--- src/rtl/crc_serial_engine_pkg.sv ---
// crc_serial_engine_pkg: FSM state encoding and named generator polynomials for the serial CRC engine.
package crc_serial_engine_pkg;
  typedef enum logic [1:0] {
    IDLE  = 2'd0,
    SHIFT = 2'd1,
    WAIT  = 2'd2,
    DONE  = 2'd3
  } state_t;
  localparam logic [7:0]  CRC8_SMBUS  = 8'h07;
  localparam logic [15:0] CRC16_CCITT = 16'h1021;
  localparam logic [31:0] CRC32       = 32'h04C11DB7;
endpackage

--- src/rtl/crc_serial_engine_step.sv ---
// crc_serial_engine_step: xor_gate primitive and the single-bit CRC feedback step built from it.
module xor_gate (
  input  logic i_a,
  input  logic i_b,
  output logic o_y
);
  assign o_y = i_a ^ i_b;
endmodule

module crc_step #(
  parameter int               CRC_W = 8,
  parameter logic [CRC_W-1:0] POLY  = 8'h07
) (
  input  logic [CRC_W-1:0] i_crc_in,
  input  logic             i_data_bit,
  output logic [CRC_W-1:0] o_crc_out
);
  logic w_fb;
  xor_gate u_fb (.i_a(i_crc_in[CRC_W-1]), .i_b(i_data_bit), .o_y(w_fb));
  assign o_crc_out[0] = POLY[0] & w_fb;
  // Gates exist only at tap positions; other bits are plain shifts.
  for (genvar i = 1; i < CRC_W; i++) begin : g_bit
    if (POLY[i]) begin : g_tap
      xor_gate u_x (.i_a(i_crc_in[i-1]), .i_b(w_fb), .o_y(o_crc_out[i]));
    end else begin : g_pass
      assign o_crc_out[i] = i_crc_in[i-1];
    end
  end
endmodule

--- src/rtl/crc_serial_engine.sv ---
// crc_serial_engine: bit-serial MSB-first CRC/LFSR over valid/ready words, result on a valid/ready output.
module crc_serial_engine
  import crc_serial_engine_pkg::*;
#(
  parameter int               CRC_W   = 8,
  parameter logic [CRC_W-1:0] POLY    = CRC8_SMBUS,
  parameter logic [CRC_W-1:0] INIT    = '0,
  parameter logic [CRC_W-1:0] XOR_OUT = '0,
  parameter int               DATA_W  = 8
) (
  input  logic              clk,
  input  logic              rst,
  input  logic              in_valid,
  output logic              in_ready,
  input  logic [DATA_W-1:0] in_data,
  input  logic              in_last,
  output logic              out_valid,
  input  logic              out_ready,
  output logic [CRC_W-1:0]  out_crc
);
  localparam int CW = $clog2(DATA_W + 1);
  state_t            r_state, w_next;
  logic [CRC_W-1:0]  r_crc, w_step;
  logic [DATA_W-1:0] r_sh;
  logic [CW-1:0]     r_bit_cnt;
  logic              r_last;
  logic              w_acc;
  assign in_ready  = (r_state == IDLE) || (r_state == WAIT);
  assign out_valid = r_state == DONE;
  assign out_crc   = r_crc ^ XOR_OUT;
  assign w_acc     = in_valid & in_ready;
  crc_step #(.CRC_W(CRC_W), .POLY(POLY)) u_step (
    .i_crc_in  (r_crc),
    .i_data_bit(r_sh[DATA_W-1]),
    .o_crc_out (w_step)
  );
  always_comb begin
    w_next = r_state;
    if (w_acc) w_next = SHIFT;
    else if (r_state == SHIFT && r_bit_cnt == CW'(1)) w_next = r_last ? DONE : WAIT;
    else if (r_state == DONE && out_ready) w_next = IDLE;
  end
  always_ff @(posedge clk) begin
    if (rst) r_state <= IDLE;
    else r_state <= w_next;
  end
  // The CRC restarts only when a word is taken from IDLE; words taken in WAIT continue the frame.
  always_ff @(posedge clk) begin
    if (rst) begin
      r_crc     <= INIT;
      r_sh      <= '0;
      r_bit_cnt <= '0;
      r_last    <= 1'b0;
    end else if (w_acc) begin
      r_sh      <= in_data;
      r_last    <= in_last;
      r_bit_cnt <= CW'(DATA_W);
      if (r_state == IDLE) r_crc <= INIT;
    end else if (r_state == SHIFT) begin
      r_crc     <= w_step;
      r_sh      <= r_sh << 1;
      r_bit_cnt <= r_bit_cnt - CW'(1);
    end
  end
endmodule

--- config.mk ---
export PLATFORM = sky130hd
export DESIGN_NAME = crc_serial_engine
export DESIGN_NICKNAME = d
export VERILOG_FILES = /design/src/rtl/crc_serial_engine_pkg.sv /design/src/rtl/crc_serial_engine_step.sv /design/src/rtl/crc_serial_engine.sv
export SDC_FILE = /design/constraint.sdc
export NUM_CORES = 1
export LEC_CHECK = 0
export CAP_MARGIN = 20
export CORE_MARGIN = 5
export CORE_UTILIZATION = 48
export DETAILED_ROUTE_END_ITERATION = 16
export PLACE_DENSITY = 0.84
export SLEW_MARGIN = 15
export SYNTH_ARGS = -nofsm -noshare
export SYNTH_HDL_FRONTEND = slang
export SYNTH_SLANG_ARGS = --single-unit
--- constraint.sdc ---
create_clock -name clk -period 1.7 [get_ports clk]
set_clock_uncertainty 0.2 [all_clocks]
set_input_delay 0.255 -clock clk [delete_from_list [all_inputs] [get_ports clk]]
set_output_delay 0.255 -clock clk [all_outputs]
set_load 0.01 [all_outputs]
Yosys cells after proc, flatten, opt, wreduce, memory -nomap -nowiden
Index checks and enable logic that the tools add are counted.
{"block": "word_totals", "register_bits": 23, "output_inout_bits": 10}
{"block": "op_classes", "n_reduce_logical": 9, "bitwise": 4, "n_mux": 11, "add_sub_neg": 1, "eq_ne": 5}
{"operator": "8-bit two-way mux", "count": 5}
{"operator": "4-bit two-way mux", "count": 2}
{"operator": "2-bit equality test (second input constant)", "count": 2}
{"operator": "4-bit by 1-bit equality test with 1-bit output (second input constant)", "count": 1}
{"operator": "2-bit two-way mux", "count": 2}
{"operator": "2-bit nonzero test", "count": 2}
{"operator": "4-bit by 1-bit subtractor with 4-bit output (second input constant)", "count": 1}
{"operator": "3-bit nonzero test", "count": 1}
{"operator": "1-bit bitwise XOR", "count": 3}
{"operator": "2-bit by 1-bit equality test with 1-bit output (second input constant)", "count": 1}
{"operator": "1-bit logical AND", "count": 2}
{"operator": "2-bit zero test", "count": 1}
{"operator": "1-bit two-way mux", "count": 2}
{"operator": "2-bit by 1-bit inequality test with 1-bit output (second input constant)", "count": 1}
{"operator": "2-bit AND reduction", "count": 1}
{"operator": "2-bit OR reduction", "count": 1}
{"operator": "1-bit bitwise AND", "count": 1}
{"operator": "1-bit logical OR", "count": 1}

Depth between registers and ports, before layout
Gate-level depths: netlist (run 1).
{"block": "logic_depth", "depth_word": 5, "mapped_depth": 5, "mapped_depth_nobuf": 5}

Cells and area by module
Synthesis (run 1) repeated with hierarchy kept, for this count alone.
{"block": "unflattened", "hier_cells": 114, "hier_area_um2": 1029.7}
{"mod": "crc_serial_engine", "seq_area_each_um2": 460.4, "area_each_um2": 958.4, "cells_per_inst": 105, "n_inst": 1}
{"mod": "crc_step", "seq_area_each_um2": 0.0, "area_each_um2": 45.0, "cells_per_inst": 6, "n_inst": 1}
{"mod": "xor_gate", "seq_area_each_um2": 0.0, "area_each_um2": 8.8, "cells_per_inst": 1, "n_inst": 3}

Worst setup path before layout (run 1)
No wires, ideal clock.
{"block": "synth_path", "kind": "register to register", "startpoint": "reg r_bit_cnt[0]", "endpoint": "reg r_bit_cnt[3]", "required_ns": 1.426, "path_slack_ns": 0.306, "arrival_time_ns": 1.119, "path_stages_with_launch": 4, "cell_sequence": "dfxtp_1 -> or3_1 -> or3_1 -> a31oi_1"}
{"block": "synth_between", "elab_chain_len": 3}
{"item": "start, declared", "line_no": "crc_serial_engine.sv:25", "rtl": "logic [CW-1:0] r_bit_cnt;"}
{"item": "start signal, assigned", "line_no": "crc_serial_engine.sv:57", "rtl": "r_bit_cnt <= CW'(DATA_W);"}
{"item": "start signal, assigned", "line_no": "crc_serial_engine.sv:62", "rtl": "r_bit_cnt <= r_bit_cnt - CW'(1);"}
{"item": "4-bit by 1-bit subtractor with 4-bit output", "line_no": "crc_serial_engine.sv:62"}
{"item": "4-bit two-way mux", "line_no": "crc_serial_engine.sv:59", "rtl": "end else if (r_state == SHIFT) begin"}
{"item": "4-bit two-way mux", "line_no": "crc_serial_engine.sv:54", "rtl": "end else if (w_acc) begin"}
Every way passes these cells. The select of a mux whose other input is x is not followed.
A chain may end at the register's enable or synchronous reset.

Final worst setup path (run 1)
{"block": "layout_path", "startpoint": "reg r_crc[1], in the netlist out_crc[1]", "endpoint": "out out_crc[1]"}
{"item": "start, declared", "line_no": "crc_serial_engine.sv:23", "rtl": "logic [CRC_W-1:0] r_crc, w_step;"}
{"item": "start signal, assigned", "line_no": "crc_serial_engine.sv:60", "rtl": "r_crc <= w_step;"}
{"item": "end, declared", "line_no": "crc_serial_engine.sv:19", "rtl": "output logic [CRC_W-1:0] out_crc"}
No word-level cell between the ends.

==> results.md, run 1 <==
* Startpoint types: flip-flop
* Total Wirelength at 2150 um
* Setup violation total in the final timing report at 0
* # diodes at 0
* Max-Cap Viols at 0
* Number of max-slew violations in the final report at 0
* TritonCTS clock tree: built
* Bufs and invs on worst path at 1
* Longest individual stage delay on the worst path at 0.53 ns
* Routed via count divided by cell count at approximately 5.5
* Clk Latency, worst-skew pair at 0.30 ns
* EDFF count, synth at 0
* Hold Path Cell Cnt at 2
* TritonCTS Buffers at 3
* Tot GR Track Use at 14.6%
* Number of flip-flops and latches in the synthesized netlist at 23
* Total number of vias at just over 900
* Stages on worst setup path at 1
* Maximum clock path buffer count at 2
* Half-perimeter wire length after placement at roughly 1600 um
* Average footprint of a synthesized cell at slightly above 9 um^2
* RePlAce Congestion at between 0.7 and 0.8
* Required time at the endpoint of the critical path at 1.24 ns
* Total power draw at roughly 1.0 mW
* Setup fix buffers added after clock tree synthesis at 0
* Power density over the cells at roughly 800 mW/mm^2
* Detail Route Antenna Nets at 0
* Number of detailed-routing iterations run before antenna repair at 4
* Synth warnings at 0
* Depth of the worst register-to-register path at 4
* Total leakage power at between 0.5 and 0.6 nW
* Fraction of layout instances using a drive strength above 1 at between 10 and 15%
* Syn Inst Count at approximately 120
* Die outline height at about 57 um
* Total placed instance area at roughly 0.0013 mm^2
* Count of final hold-check violations at 0
* Number of sinks on the clock net at 23
* Clock root cell: sky130_fd_sc_hd__clkbuf_4
* Unrepaired setup endpoints after global routing: no
* Number of input and output port buffers inserted at 22
* Area of all placed cells without fillers at ~0.0013 mm^2
* Most instantiated cells after synthesis: 23 x sky130_fd_sc_hd__dfxtp_1, 13 x sky130_fd_sc_hd__a22oi_1, 11 x sky130_fd_sc_hd__nand3_1, 11 x sky130_fd_sc_hd__nor2_1, 10 x sky130_fd_sc_hd__a21oi_1
* Net count of the finished layout at 154
* Number of distinct library cells after synthesis at 31
* Post-Syn Nets at 130
* Number of antenna violations at the first check in global routing at 0
* Area of the placeable core at about 0.0020 mm^2
* Worst relative slew slack at 63.2%
* Async set-reset flop share out of synthesis at 0%
* Number of DRC violations after detailed routing at 0
* Number of H-tree levels at 1
* Via count of the first global-routing pass at roughly 900
* Met3 Track Usage GR at roughly 2.1%
* Area Overhead vs Synth at 24.9%
* CTS Hold Bufs at 0
* Global route overflow at 0
* Worst setup slack after placement at -0.00136 ns
* Sequential cell area fraction in the yosys report at roughly 44%
* Portion of the clock cycle consumed by the worst path in the final layout at a little over nine tenths
* Maximum fanout along the worst path at 3
* Area fraction of the dominant cell type after synthesis at 44.1%
* Peak-usage layer in the global routing report: met2
* Global-route wire length before repair at about 3800 um
* Detailed router's first-iteration violation count at 23
* M1 GR Usage at between 15 and 20%
* Total Die Area at ~0.0032 mm^2
* Slew at the pin with the worst max-slew slack at ~0.55 ns
* Top achievable clock speed at 0.606 GHz
* Die outline width at between 50 and 60 um
* Synth area leader: sky130_fd_sc_hd__dfxtp_1
* Post_cts resized at 6
* Combined area of all synthesized cells at ~0.0010 mm^2
* Prevailing post-synth register cell: sky130_fd_sc_hd__dfxtp_1
* Setup ws final at 0.0489 ns
* Path category of the worst min-delay check: flip-flop to flip-flop
* Most frequent cell after synthesis: sky130_fd_sc_hd__dfxtp_1
* Run status: finished, final reports clean
* Worst IR Drop VDD at 0.000563 V
* Clock input transition at the sequential cells of the worst setup and hold paths at approximately 0.12 ns
* Starting density of the core at ~52%
* Highest-delay cell along the critical path: sky130_fd_sc_hd__clkdlybuf4s50_1
* Family with the most delay on the worst path: buffers and inverters
* Shortest period the worst path allows at 1.65 ns
* Grt met2 use at approximately a quarter
* Site Rows at 16
* Largest net degree at the start of global routing at 16
* Boundary Pins at 23
* Crit path DAT at about 1.2 ns
* Path type of the worst setup path: flip-flop to output port
* Top cells by area, synth: sky130_fd_sc_hd__dfxtp_1 44%, sky130_fd_sc_hd__a22oi_1 9.4%, sky130_fd_sc_hd__nand3_1 5.3%
* CP Capture Type: output port
* Critical-path cell list: clkdlybuf4s50_1
* Final routed wire length divided by cell count at between 10 and 15 um
## path summary, 6_finish.rpt
check	from	to	slack, ns
worst max-delay path	out_crc[1]	out_crc[1]	0.05
worst min-delay path	r_last	r_last	0.27
worst max register to register	r_state[1]	out_crc[1]	0.15
worst min register to register	r_last	r_last	0.27
## sequential cells by signal, summed over array words and instances (netlist names)
signal / cells
r_sh: 8
r_last: 1
r_bit_cnt: 4
r_state: 2
out_crc: 8
## worst register-to-register path: cells and delay by family (launching register included)
kind          cells  cell delay [ns]
simple gates      3             0.82
flops             1             0.33
buf+inv           1             0.15
## area by class of cell
type	count	area (um^2)
clock buffers	4	26.3
repair buffers	31	295
fillers	185	718
multi-input cells	77	474
flip-flops and latches	23	463
inverters	3	11.3
well taps	27	33.8
## power breakdown
group | total (mW) | internal, mW | switching (mW)
Clock | 0.243 | 0.0914 | 0.152
Combinational | 0.195 | 0.0960 | 0.0994
Sequential | 0.589 | 0.569 | 0.0200
## cell usage in the layout (no fill, tap or decap), types with 3 or more instances in the layout
cell / count
sky130_fd_sc_hd__a21oi_1: 10
sky130_fd_sc_hd__a22oi_1: 13
sky130_fd_sc_hd__buf_4: 9
sky130_fd_sc_hd__clkbuf_4: 3
sky130_fd_sc_hd__clkdlybuf4s50_1: 13
sky130_fd_sc_hd__dfxtp_1: 21
sky130_fd_sc_hd__dlygate4sd2_1: 4
sky130_fd_sc_hd__dlymetal6s2s_1: 5
sky130_fd_sc_hd__inv_1: 3
sky130_fd_sc_hd__nand2_1: 5
sky130_fd_sc_hd__nand2b_1: 3
sky130_fd_sc_hd__nand3_1: 11
sky130_fd_sc_hd__nor2_1: 11
## per-layer routing
layer | up-vias | share of wire [%]
li1 | 452 | -
met1 | 444 | 43
met2 | 12 | 55
met3 | 2 | 2.2
met4 | 0 | 0.56
met5 | - | 0
## logic make-up after synthesis
logic type      count (synthesis)  synth area share [%]
compound gates                 30                  19.2
simple gates                   42                  21.3
fa+ha+maj                       2                  2.40
buf+inv                        15                  10.4
flops                          23                  44.1
xor+xnor                        3                  2.52
## per-stage QoR
| stage | util (%) | hold WS [ns] | setup TNS (ns) | std cells |
|---|---|---|---|---|
| floorplan | - | 0.191 | 0 | 115 |
| global placement | 62.7 | 0.249 | 0 | 161 |
| detailed placement | 62.7 | 0.267 | -0.00136 | 161 |
| CTS | 63.9 | 0.273 | 0 | 165 |
| global route | 64.5 | 0.301 | 0 | 165 |
| finish | 64.5 | 0.272 | 0 | 165 |
Note: power is estimated with default switching activity, not from simulation.
==> run 2, diff against run 1 <==
CAP_MARGIN = unset   (was 20)
HOLD_SLACK_MARGIN = 0.15   (was unset)
==> results of run 2 <==
The final DEF is identical to that of run 1; final timing and power are the same.
